--- src/rtl/shiftadd_mul_pkg.sv ---
// Shared definitions for the shift-and-add multiplier: FSM encoding and sizing helper.
package shiftadd_mul_pkg;

  localparam logic [1:0] S_IDLE = 2'd0;
  localparam logic [1:0] S_RUN  = 2'd1;
  localparam logic [1:0] S_DONE = 2'd2;

  typedef enum logic [1:0] {
    ST_IDLE = S_IDLE,
    ST_RUN  = S_RUN,
    ST_DONE = S_DONE
  } state_t;

  // Iteration counter must hold values 0..width.
  function automatic int cnt_width(input int width);
    return $clog2(width + 1);
  endfunction

endpackage

--- src/rtl/shiftadd_mul_addern.sv ---
// Ripple-carry adder: WIDTH-bit sum plus carry-out, built from per-bit full adders.
module addern #(
  parameter int WIDTH = 8
) (
  input  logic [WIDTH-1:0] a,
  input  logic [WIDTH-1:0] b,
  input  logic             cin,
  output logic [WIDTH-1:0] sum,
  output logic             cout
);

  logic [WIDTH:0] carry;

  assign carry[0] = cin;

  for (genvar gi = 0; gi < WIDTH; gi++) begin : g_bit
    assign sum[gi]       = a[gi] ^ b[gi] ^ carry[gi];
    assign carry[gi + 1] = (a[gi] & b[gi]) | (carry[gi] & (a[gi] ^ b[gi]));
  end

  assign cout = carry[WIDTH];

endmodule

--- src/rtl/shiftadd_mul.sv ---
// Sequential unsigned shift-and-add multiplier: one add-and-shift step per clock,
// valid/ready handshakes on operands and product.
module shiftadd_mul
  import shiftadd_mul_pkg::*;
#(
  parameter int WIDTH = 8
) (
  input  logic               clk,
  input  logic               rst_n,
  input  logic               clear,
  input  logic               in_valid,
  output logic               in_ready,
  input  logic [WIDTH-1:0]   a,
  input  logic [WIDTH-1:0]   b,
  output logic               out_valid,
  input  logic               out_ready,
  output logic [2*WIDTH-1:0] product
);

  localparam int                CW       = cnt_width(WIDTH);
  localparam logic [CW-1:0]     CNT_LAST = CW'(WIDTH - 1);
  localparam logic [CW-1:0]     CNT_ONE  = CW'(1);

  state_t            state;
  state_t            state_next;
  logic [WIDTH-1:0]  m;
  logic [WIDTH-1:0]  hi;
  logic [WIDTH-1:0]  lo;
  logic [CW-1:0]     cnt;
  logic [WIDTH-1:0]  sum;
  logic              cout;

  // The adder always sees the high partial-product word and the multiplicand;
  // whether its result is used depends on the current multiplier bit.
  addern #(.WIDTH(WIDTH)) u_add (
    .a    (hi),
    .b    (m),
    .cin  (1'b0),
    .sum  (sum),
    .cout (cout)
  );

  // Handshake flags come straight from the state register, so no input reaches them combinationally.
  assign in_ready  = (state == ST_IDLE);
  assign out_valid = (state == ST_DONE);
  assign product   = {hi, lo};

  // Next-state decode; clear overrides every other request.
  always_comb begin
    state_next = state;
    if (clear) begin
      state_next = ST_IDLE;
    end else begin
      case (state)
        ST_IDLE: if (in_valid)         state_next = ST_RUN;
        ST_RUN:  if (cnt == CNT_LAST)  state_next = ST_DONE;
        ST_DONE: if (out_ready)        state_next = ST_IDLE;
        default:                       state_next = ST_IDLE;
      endcase
    end
  end

  // State register.
  always_ff @(posedge clk or negedge rst_n) begin
    if (!rst_n) begin
      state <= ST_IDLE;
    end else begin
      state <= state_next;
    end
  end

  // Datapath: load operands, then shift the {hi, lo} accumulator right once per
  // iteration, folding in the adder result (carry included) when lo[0] is set.
  always_ff @(posedge clk or negedge rst_n) begin
    if (!rst_n) begin
      m   <= '0;
      hi  <= '0;
      lo  <= '0;
      cnt <= '0;
    end else if (clear) begin
      m   <= '0;
      hi  <= '0;
      lo  <= '0;
      cnt <= '0;
    end else begin
      case (state)
        ST_IDLE: begin
          if (in_valid) begin
            m   <= a;
            hi  <= '0;
            lo  <= b;
            cnt <= '0;
          end
        end
        ST_RUN: begin
          if (lo[0]) begin
            hi <= {cout, sum[WIDTH-1:1]};
            lo <= {sum[0], lo[WIDTH-1:1]};
          end else begin
            hi <= {1'b0, hi[WIDTH-1:1]};
            lo <= {hi[0], lo[WIDTH-1:1]};
          end
          cnt <= cnt + CNT_ONE;
        end
        default: begin
        end
      endcase
    end
  end

endmodule

--- config.mk ---
export PLATFORM = sky130hd
export DESIGN_NAME = shiftadd_mul
export DESIGN_NICKNAME = d
export VERILOG_FILES = /design/src/rtl/shiftadd_mul_pkg.sv /design/src/rtl/shiftadd_mul_addern.sv /design/src/rtl/shiftadd_mul.sv
export SDC_FILE = /design/constraint.sdc
export NUM_CORES = 1
export LEC_CHECK = 0
export CAP_MARGIN = 10
export CORE_ASPECT_RATIO = 2
export CORE_UTILIZATION = 49
export DETAILED_ROUTE_END_ITERATION = 12
export HOLD_SLACK_MARGIN = 0.05
export PLACE_DENSITY = 0.79
export SETUP_SLACK_MARGIN = 0.15
export SYNTH_ARGS = -nofsm -noshare
export SYNTH_HDL_FRONTEND = slang
export SYNTH_HIERARCHICAL = 1
export SYNTH_SLANG_ARGS = --single-unit
--- constraint.sdc ---
create_clock -name clk -period 4.05 [get_ports clk]
set_input_delay 1.215 -clock clk [delete_from_list [all_inputs] [get_ports clk]]
set_output_delay 1.215 -clock clk [all_outputs]
set_load 0.005 [all_outputs]
After elaboration in Yosys (flattened, before gate mapping)
Cells that the tools add are included.
{"block": "op_classes", "n_bitwise": 37, "mul": 0, "n_eq_ne": 6, "muxes": 19, "n_shift": 0, "magnitude_cmp": 0, "addsub": 1, "reduce_logical": 7, "n_div": 0}
{"op": "two-way mux 8 bit", "n": 9}
{"op": "one-hot mux 8 bit (2 select lines)", "n": 2}
{"op": "bitwise AND 1 bit", "n": 15}
{"op": "bitwise XOR 1 bit", "n": 15}
{"op": "two-way mux 2 bit", "n": 4}
{"op": "two-way mux 4 bit", "n": 2}
{"op": "one-hot mux 4 bit (2 select lines)", "n": 1}
{"op": "OR 1 bit", "n": 7}
{"op": "!= test 3 bit, second input constant", "n": 2}
{"op": "one-hot mux 2 bit (3 select lines)", "n": 1}
{"op": "adder 4 x 1 -> 4 bit, second input constant", "n": 1}
{"op": "== test 4 x 3 -> 1 bit, second input constant", "n": 1}
{"op": "AND reduction 2 bit", "n": 2}
{"op": "nonzero test 2 bit", "n": 2}
{"op": "!= test 3 x 2 -> 1 bit, second input constant", "n": 1}
{"op": "AND reduction 3 bit", "n": 1}
{"op": "nonzero test 3 bit", "n": 1}
{"op": "== test 2 x 1 -> 1 bit, second input constant", "n": 1}
{"op": "== test 2 bit, second input constant", "n": 1}
{"op": "logical NOT 2 bit", "n": 1}
{"block": "totals", "ram_bits": 0, "rom_bits": 0, "register_bits": 30, "inputBits": 21, "word_cells": 75, "latchBits": 0, "out_inout_bits": 18, "mem_count": 0}

Longest topological paths before layout
Gate-level depths: netlist of the first run.
{"block": "logic_depth", "word_depth": 18, "depth_mapped": 14}

Hierarchy
Netlist of the first run, hierarchy kept.
{"mod": "shiftadd_mul", "instances": 1, "cells_each": 132, "area_each_um2": 1416.4, "seq_area_each_um2": 750.7}
{"mod": "addern", "instances": 1, "cells_each": 18, "area_each_um2": 197.7, "seq_area_each_um2": 0.0}

Worst setup path before layout of the first run
Ideal clock, no wire load.
{"block": "synth_path", "kind": "register -> register", "from": "register hi[0]", "to": "register hi[6]", "n_path_buf": 0, "t_arrival_ns": 3.612, "slack_ns": 0.361, "path_stages_with_launch": 15, "t_required_ns": 3.972, "path_cell_list": "dfrtp_1 -> fa_1 -> inv_1 -> fa_1 -> inv_1 -> fa_1 -> fa_1 -> fa_1 -> fa_1 -> fa_1 -> inv_1 -> fa_1 -> inv_1 -> mux2i_1 -> o2bb2ai_1"}
{"block": "synth_via", "elab_chain_cells": 17}
{"element": "start: declaration", "line": "shiftadd_mul.sv:27", "rtl": "logic [WIDTH-1:0] hi;"}
{"element": "start signal: assignment", "line": "shiftadd_mul.sv:97", "rtl": "hi <= {cout, sum[WIDTH-1:1]};"}
{"element": "start signal: assignment", "line": "shiftadd_mul.sv:100", "rtl": "hi <= {1'b0, hi[WIDTH-1:1]};"}
{"element": "bitwise AND 1 bit (2 in series)", "line": "shiftadd_mul_addern.sv:18", "rtl": "assign carry[gi + 1] = (a[gi] & b[gi]) | (carry[gi] & (a[gi] ^ b[gi]));"}
{"element": "OR 1 bit", "line": "shiftadd_mul_addern.sv:18"}
{"element": "bitwise AND 1 bit", "line": "shiftadd_mul_addern.sv:18"}
{"element": "OR 1 bit", "line": "shiftadd_mul_addern.sv:18"}
{"element": "bitwise AND 1 bit", "line": "shiftadd_mul_addern.sv:18"}
{"element": "OR 1 bit", "line": "shiftadd_mul_addern.sv:18"}
{"element": "bitwise AND 1 bit", "line": "shiftadd_mul_addern.sv:18"}
{"element": "OR 1 bit", "line": "shiftadd_mul_addern.sv:18"}
{"element": "bitwise AND 1 bit", "line": "shiftadd_mul_addern.sv:18"}
{"element": "OR 1 bit", "line": "shiftadd_mul_addern.sv:18"}
{"element": "bitwise AND 1 bit", "line": "shiftadd_mul_addern.sv:18"}
{"element": "OR 1 bit", "line": "shiftadd_mul_addern.sv:18"}
{"element": "bitwise XOR 1 bit", "line": "shiftadd_mul_addern.sv:17", "rtl": "assign sum[gi] = a[gi] ^ b[gi] ^ carry[gi];"}
{"element": "named net sum[7]", "line": "shiftadd_mul.sv:30", "rtl": "logic [WIDTH-1:0] sum;"}
{"element": "two-way mux 8 bit", "line": "shiftadd_mul.sv:96", "rtl": "if (lo[0]) begin"}
{"element": "one-hot mux 8 bit (2 select lines)", "line": "shiftadd_mul.sv:86", "rtl": "case (state)"}
{"element": "two-way mux 8 bit", "line": "shiftadd_mul.sv:80", "rtl": "end else if (clear) begin"}
The timed path passes the listed nets, and every way through them passes these cells.
A chain may end at the register's enable or synchronous reset.

Final worst setup path of the first run
Same ends and word-level chain as after synthesis.

==> results by group, run 1 <==
Outcome
  • Status: finished, final reports clean

Final layout
  • Filler cells: 258
  • Layout Cell Area excl Fill: 2130 µm²
  • Net count, final: 221
  • Share of cells above drive strength 1: 9.38%
  • Area taken by multi-input logic gates: 778 µm²
  • Final Instance Count excl. Fillers: 223
  • Sequential cell area: 751 µm²
  • Inserted Diodes: 0
  • Area growth from synthesis to layout: 32.1%

STA
  • Max-slew violation count: 0
  • Setup repair after global routing missed its margin: true
  • Worst rel slew slack: 54.9%
  • Slew at the pin closest to its max-slew limit: 0.677 ns
  • Final Cycle Share: 92.5%
  • Hold slack final: 0.523 ns
  • Final setup viols: 0
  • Final TNS setup: 0 ns
  • Time the final worst path needs with I/O delays and setup: 3.75 ns
  • Highest Clock Rate: 0.267 GHz
  • Final hold violations: 0
  • Maximum clock skew at final layout: 0.00698 ns

Worst setup path
  • Arr. time, crit path: 3.96 ns
  • End of the worst register-to-register path: hi[6]
  • Worst Path Class, Setup: flop to flop
  • Worst R2R Start: hi[0]
  • Worst Reg-to-Reg Cells: 14
  • Worst setup EP type: flop
  • Setup crit start kind: flop
  • Setup slack of the most critical reg-to-reg path: 0.30 ns
  • Largest driver fanout on the critical path: 2
  • Worst Path Required: 4.26 ns

CTS
  • Number of CTS-inserted buffers: 5
  • Clock latency on the worst-skew pair: 0.28 ns
  • Clock Pin Slew Worst Setup and Hold Paths: 0.06 ns
  • Root Buffer: sky130_fd_sc_hd__clkbuf_8
  • H-tree levels: 2
  • Hold bufs inserted after CTS: 0
  • TritonCTS clock tree: done
  • Number of clock sinks: 30
  • Number of buffers on the longest clock path: 2

Routing
  • Iter 0 DRT Violations: 30
  • Met1 wire length: 1260 µm
  • Wire length on met2: 1990 µm
  • Detailed-routing iteration count for the pre-antenna-repair pass: 4
  • DR top layer: met4
  • Number of vias in the routed layout: 1,247
  • Number of design rule violations left after detail routing: 0
  • Wire per inst: 15.7 µm
  • Ratio of routed vias to standard cells: 5.59
  • Post-DRT Antenna Nets: 0
  • Routed met3 length: 167 µm
  • Wire length reported by the detailed router: 3510 µm

Min path
  • Hold Crit Endpoint: m[1]
  • Origin of the worst min-delay path: m[1]
  • Hold Path Stages: 2
  • Kind of path behind the tightest hold check: flop to flop

Logic synthesis
  • Synth area leaders: sky130_fd_sc_hd__dfrtp_1 47%, sky130_fd_sc_hd__fa_1 9.9%, sky130_fd_sc_hd__mux2i_1 9.9%
  • Number of synthesized register bits: 30
  • Mux contribution to synthesized area: 10.6%
  • Average instance area after synthesis: 10.8 µm²
  • Total of warnings raised by yosys: 6
  • Cell count after synthesis: 150
  • Combinational family with the most area after synthesis: compound AO/OA/AOI/OAI gates
  • Async SR Flop Fraction: 100%
  • Number of nets produced by synthesis: 180
  • Most common library cells after synthesis: 30 x sky130_fd_sc_hd__dfrtp_1, 17 x sky130_fd_sc_hd__nand2_1, 16 x sky130_fd_sc_hd__mux2i_1, 12 x sky130_fd_sc_hd__nor2_1, 10 x sky130_fd_sc_hd__inv_1
  • Synth Cell Area: 1610 µm²
  • Post-synthesis sequential area ratio: 46.5%
  • Adder-cell share of the synthesized area: 10.7%
  • Cell taking the most area after synthesis: sky130_fd_sc_hd__dfrtp_1
  • Fraction of synthesized cell area taken by the top area cell type: 46.5%
  • Yosys cell types: 29
  • Parity-gate share of the synthesized area counting xor and xnor cells: 0%
  • Most numerous cell in the Yosys netlist: sky130_fd_sc_hd__dfrtp_1
  • Number of synthesized flops with an enable pin: 0
  • Top flip-flop cell by instance count after synthesis: sky130_fd_sc_hd__dfrtp_1
  • Simple-gate share of the synthesized area: 11.4%
  • Synthesized-area fraction occupied by ao, oa, aoi and oai cells: 14.7%

Global routing
  • Number of global-route vias before repair: 1,274
  • All-Layer GR Usage: 21.6%
  • Antenna violations before repair: 0
  • Global-route wire length before repair: 5680 µm
  • Largest net degree at the start of global routing: 31
  • GRT Residual Overflow: 0

Floorplan
  • DIE WIDTH: 42.6 µm
  • Floorplan die height: 83.2 µm
  • Initial core utilization: 51.1%
  • Number of top-level pins: 39
  • Core box area: 3160 µm²
  • DIE AREA: 3540 µm²
  • Number of cell rows: 29

Placement
  • Count of buffers inserted at the top-level ports: 38
  • Placed Cells incl. Taps: 213
  • Placement-stage cell area: 2000 µm²
  • HPWL after detailed placement: 2560 µm
  • Final Wtd Congestion: 0.783

Power and ir drop
  • Power density normalized to cell area: 332 nW/µm²
  • Cell leakage power: 0.940 nW
  • VDD IR-drop max: 0.000590 V

Run
  • Number of max-cap violations: 0
[stage by stage]
| stage | worst slack (ns) | total power, W | util, % |
|---|---|---|---|
| global placement | 0.265 | 0.000419 | 63.3 |
| CTS | 0.189 | 0.000716 | 67.1 |
| floorplan | 0.361 | 0.000374 | - |
| detailed placement | 0.136 | 0.000422 | 63.3 |
| global route | 0.137 | 0.000736 | 67.5 |
| finish | 0.303 | 0.000708 | 67.5 |
[layout by cell type, fill, tap and decap left out, drive strengths merged, types with 3 or more instances in the layout]
master         netlist  layout
dfrtp               30      30
o21ai                9       9
fa                   8       8
nand2               17      17
clkbuf               4       5
mux2i               16      16
nor2b                3       3
buf                  5       5
clkdlybuf4s50        0      38
o2bb2ai              7       7
a22o                 8       8
a21oi                4       4
inv                 10      10
nor2                12      12
[power by group]
group | total (W) | internal, W | switching (W)
registers | 0.000329 | 0.000312 | 0.0000169
clock network | 0.000291 | 0.000181 | 0.000110
logic | 0.0000881 | 0.0000505 | 0.0000376
total | 0.000708 | 0.000543 | 0.000165
[worst max-delay path: stages (launching register included)]
cell                        delay (ns)
sky130_fd_sc_hd__dfrtp_1          0.40
sky130_fd_sc_hd__fa_1             0.42
sky130_fd_sc_hd__inv_1            0.08
sky130_fd_sc_hd__fa_1             0.18
sky130_fd_sc_hd__inv_1            0.06
sky130_fd_sc_hd__fa_2             0.35
sky130_fd_sc_hd__fa_2             0.35
sky130_fd_sc_hd__fa_2             0.35
sky130_fd_sc_hd__fa_2             0.35
sky130_fd_sc_hd__fa_1             0.37
sky130_fd_sc_hd__inv_1            0.08
sky130_fd_sc_hd__fa_1             0.40
sky130_fd_sc_hd__inv_1            0.07
sky130_fd_sc_hd__mux2i_1          0.07
sky130_fd_sc_hd__o2bb2ai_1        0.16
[what timing repair did]
action | in CTS | in global routing
gates resized for setup | 1 | 3
endpoints found under the setup margin | 1 | 1
setup buffers | 1 | 1
pin swaps | 0 | 1
hold endpoints to repair | 0 | 0
[per-layer routing]
metal | vias up | global-route usage [%]
met5 | - | 0
met4 | 0 | 9.94
met1 | 610 | 24.1
li1 | 592 | -
met3 | 9 | 5.00
met2 | 36 | 37.6
[layout make-up]
type	instances	share of cell area, %
clock buffer	5	3.23
clock inverter	3	1.88
inverter	10	1.76
multi-input combinational	101	36.5
sequential	30	35.2
tap	31	1.82
timing repair buffer	43	19.6
[logic make-up (layout without fill, tap and decap cells)]
| logic type | Yosys count | in the layout |
|---|---|---|
| simple gates | 41 | 41 |
| buf+inv | 19 | 61 |
| compound gates | 33 | 33 |
| fa+ha+maj | 9 | 9 |
| flops | 30 | 30 |
| other cells | 1 | 1 |
| mux | 17 | 17 |
[worst max-delay path by stage]
stage,startpoint,end,depth (start not counted)
global route,hi[0],hi[6],14
floorplan,hi[0],hi[6],14
global placement,hi[0],hi[6],14
CTS,hi[0],hi[6],14
detailed placement,hi[0],hi[6],14
finish,hi[0],hi[6],14
[flip-flops by register name, indices dropped and copies added, names as in the netlist]
name,count
m,8
state,2
cnt,4
hi,8
lo,8
(Power assumes the default switching activity.)
==> inputs of run 2 (changes only) <==
--- a/config.mk
+++ b/config.mk
@@ -7,10 +7,10 @@
 export LEC_CHECK = 0
 export CAP_MARGIN = 10
 export CORE_ASPECT_RATIO = 2
-export CORE_UTILIZATION = 49
+export CORE_UTILIZATION = 35
+export CTS_BUF_LIST = sky130_fd_sc_hd__clkbuf_4
 export DETAILED_ROUTE_END_ITERATION = 12
 export HOLD_SLACK_MARGIN = 0.05
-export PLACE_DENSITY = 0.79
 export SETUP_SLACK_MARGIN = 0.15
 export SYNTH_ARGS = -nofsm -noshare
 export SYNTH_HDL_FRONTEND = slang
==> run 2 against run 1 <==
Net effect: hold slack lost 0.0078 ns; fmax is 0.99% higher; flip-flop and latch count did not move; design area down 1.1%; clock-buffer cell count is 1 higher; critical path depth did not move; sequential power about the same; power shrank 16%; global-route usage shrank 5.0 points.
==> results by group, run 2 (synthesized netlist as in run 1, its figures left out) <==
STA
  • Maximum clock skew at final layout: 0.00874 ns (+0.00176 ns)
  • Highest Clock Rate: 0.270 GHz (+0.99%)
  • Slew at the pin closest to its max-slew limit: 0.678 ns (+0.000975 ns)
  • Max-slew violation count: 0 (unchanged)
  • Worst rel slew slack: 54.8% (-0.065 points)
  • Final TNS setup: 0 ns (unchanged)
  • Final setup viols: 0 (unchanged)
  • Setup repair after global routing missed its margin: false
  • Hold slack final: 0.515 ns (-0.00780 ns)
  • Time the final worst path needs with I/O delays and setup: 3.71 ns (-0.0366 ns)
  • Final Cycle Share: 91.6% (-0.90 points)
  • Post-route setup slack: 0.340 ns (+0.0366 ns)
  • Final hold violations: 0 (unchanged)

Final layout
  • Most common cell after layout, fill and taps aside: sky130_fd_sc_hd__clkdlybuf4s50_1
  • Share of cells above drive strength 1: 9.38% (unchanged)
  • Area growth from synthesis to layout: 30.6%
  • Leading registers by flop count: hi: 8 flops, lo: 8 flops, m: 8 flops
  • Final Instance Count excl. Fillers: 246 (+10%)
  • Inserted Diodes: 0 (unchanged)
  • Top library cells by usage in the layout, fill and taps aside: 38 x sky130_fd_sc_hd__clkdlybuf4s50_1, 30 x sky130_fd_sc_hd__dfrtp_1, 17 x sky130_fd_sc_hd__nand2_1
  • Net count, final: 221 (unchanged)

Floorplan
  • DIE AREA: 4900 µm² (+38%)
  • Number of top-level pins: 39 (unchanged)
  • Initial core utilization: 36.8% (-14 points)
  • Number of cell rows: 34 (+17%)
  • DIE WIDTH: 50.0 µm (+17%)
  • Core box area: 4380 µm² (+39%)
  • Floorplan die height: 98.0 µm (+18%)

Routing
  • Iter 0 DRT Violations: 9 (-70%)
  • Ratio of routed vias to standard cells: 5.11 (-8.5%)
  • Number of design rule violations left after detail routing: 0 (unchanged)
  • Wire length reported by the detailed router: 3650 µm (+4.1%)
  • Number of vias in the routed layout: 1,258 (+0.88%)
  • Detailed-routing iteration count for the pre-antenna-repair pass: 4 (unchanged)
  • Wire per inst: 14.8 µm (-5.7%)
  • Post-DRT Antenna Nets: 0 (unchanged)

Global routing
  • Largest net degree at the start of global routing: 31 (unchanged)
  • Number of global-route vias before repair: 1,327 (+4.2%)
  • Antenna violations before repair: 0 (unchanged)
  • All-Layer GR Usage: 16.7% (-5.0 points)
  • GRT Residual Overflow: 0 (unchanged)
  • Global-route wire length before repair: 6140 µm (+8.2%)

Min path
  • Hold Path Stages: 1 (-1)
  • Kind of path behind the tightest hold check: flop to flop
  • Hold Crit Endpoint: lo[7]
  • Origin of the worst min-delay path: lo[7]

CTS
  • Clock Pin Slew Worst Setup and Hold Paths: 0.10 ns (+0.04 ns)
  • H-tree levels: 2 (unchanged)
  • Clock latency on the worst-skew pair: 0.33 ns (+0.05 ns)
  • Number of CTS-inserted buffers: 5 (unchanged)
  • Hold bufs inserted after CTS: 0 (unchanged)
  • Root Buffer: sky130_fd_sc_hd__clkbuf_4
  • Number of clock sinks: 30 (unchanged)
  • TritonCTS clock tree: done
  • Number of buffers on the longest clock path: 2 (unchanged)

Worst setup path
  • Worst Path Class, Setup: flop to flop
  • End of the worst register-to-register path: hi[6]
  • Setup slack of the most critical reg-to-reg path: 0.34 ns (+0.04 ns)
  • Worst Path Required: 4.29 ns (+0.03 ns)
  • Worst R2R Start: hi[0]
  • Largest driver fanout on the critical path: 2 (unchanged)
  • Worst setup EP type: flop
  • Worst Reg-to-Reg Cells: 14 (unchanged)
  • Arr. time, crit path: 3.95 ns (about the same)
  • Setup crit start kind: flop

Power and ir drop
  • Final Total Pwr: 0.000591 W (-16%)
  • Cell leakage power: 0.914 nW (-2.8%)
  • VDD IR-drop max: 0.000209 V (-65%)
  • Power density normalized to cell area: 281 nW/µm² (-15%)

Placement
  • Count of buffers inserted at the top-level ports: 38 (unchanged)
  • Worst setup timing slack at the placement stage: 0.109 ns (-0.0266 ns)
  • Final Wtd Congestion: 0.832 (+6.3%)
  • HPWL after detailed placement: 2720 µm (+6.3%)
  • Placed Cells incl. Taps: 237 (+11%)

Outcome
  • Status: finished, final reports clean

Run
  • Number of max-cap violations: 0 (unchanged)
-- run 2: final cells by class --
type | instances | area [µm²]
clock buffer | 6 | 45.0
clock inverter | 2 | 8.76
fill | 433 | 2270
inverter | 10 | 37.5
multi-input combinational | 101 | 781
sequential | 30 | 751
tap | 54 | 67.6
timing repair buffer | 43 | 418
-- run 2: stage by stage --
| stage | cell area [µm²] | utilization, % |
|---|---|---|
| after CTS | 2100 | 47.9 |
| final | 2110 | 48.1 |
| after global routing | 2110 | 48.1 |
| after global placement | 2030 | 46.4 |
| after floorplan | 1610 | - |
| after detailed placement | 2030 | 46.4 |
-- run 2: timing repair --
action | CTS | global route
resized for setup | 1 | 4
setup buffers | 1 | 0
endpoints found under the setup margin | 1 | 1
pin swaps | 1 | 1
-- run 2: worst max-delay path, stage by stage (launching register included) --
cell	delay, ns
sky130_fd_sc_hd__dfrtp_1	0.43
sky130_fd_sc_hd__fa_2	0.38
sky130_fd_sc_hd__inv_1	0.08
sky130_fd_sc_hd__fa_1	0.17
sky130_fd_sc_hd__inv_1	0.05
sky130_fd_sc_hd__fa_2	0.34
sky130_fd_sc_hd__fa_2	0.35
sky130_fd_sc_hd__fa_2	0.35
sky130_fd_sc_hd__fa_2	0.34
sky130_fd_sc_hd__fa_1	0.37
sky130_fd_sc_hd__inv_1	0.07
sky130_fd_sc_hd__fa_1	0.40
sky130_fd_sc_hd__inv_1	0.06
sky130_fd_sc_hd__mux2i_1	0.07
sky130_fd_sc_hd__o2bb2ai_1	0.16
-- run 2: per-layer routing --
| layer | wire [µm] | track usage [%] | up-vias |
|---|---|---|---|
| met4 | 95 | 8.79 | 0 |
| met2 | 2050 | 29.4 | 37 |
| li1 | - | - | 588 |
| met1 | 1370 | 17.8 | 625 |
| met3 | 136 | 3.43 | 8 |
| met5 | 0 | 0 | - |
-- run 2: where the power goes --
part | switching [W] | internal, W | leakage (nW)
Clock | 0.000102 | 0.0000718 | 0.0331
Combinational | 0.0000409 | 0.0000508 | 0.473
Sequential | 0.0000142 | 0.000311 | 0.408
Total | 0.000158 | 0.000434 | 0.914
-- run 2: worst max-delay path by stage --
stage | from | endpoint | slack, ns
floorplan | hi[0] | hi[6] | 0.36
global placement | hi[0] | hi[6] | 0.28
detailed placement | hi[0] | hi[6] | 0.11
CTS | hi[0] | hi[6] | 0.16
global route | hi[0] | hi[6] | 0.18
finish | hi[0] | hi[6] | 0.34
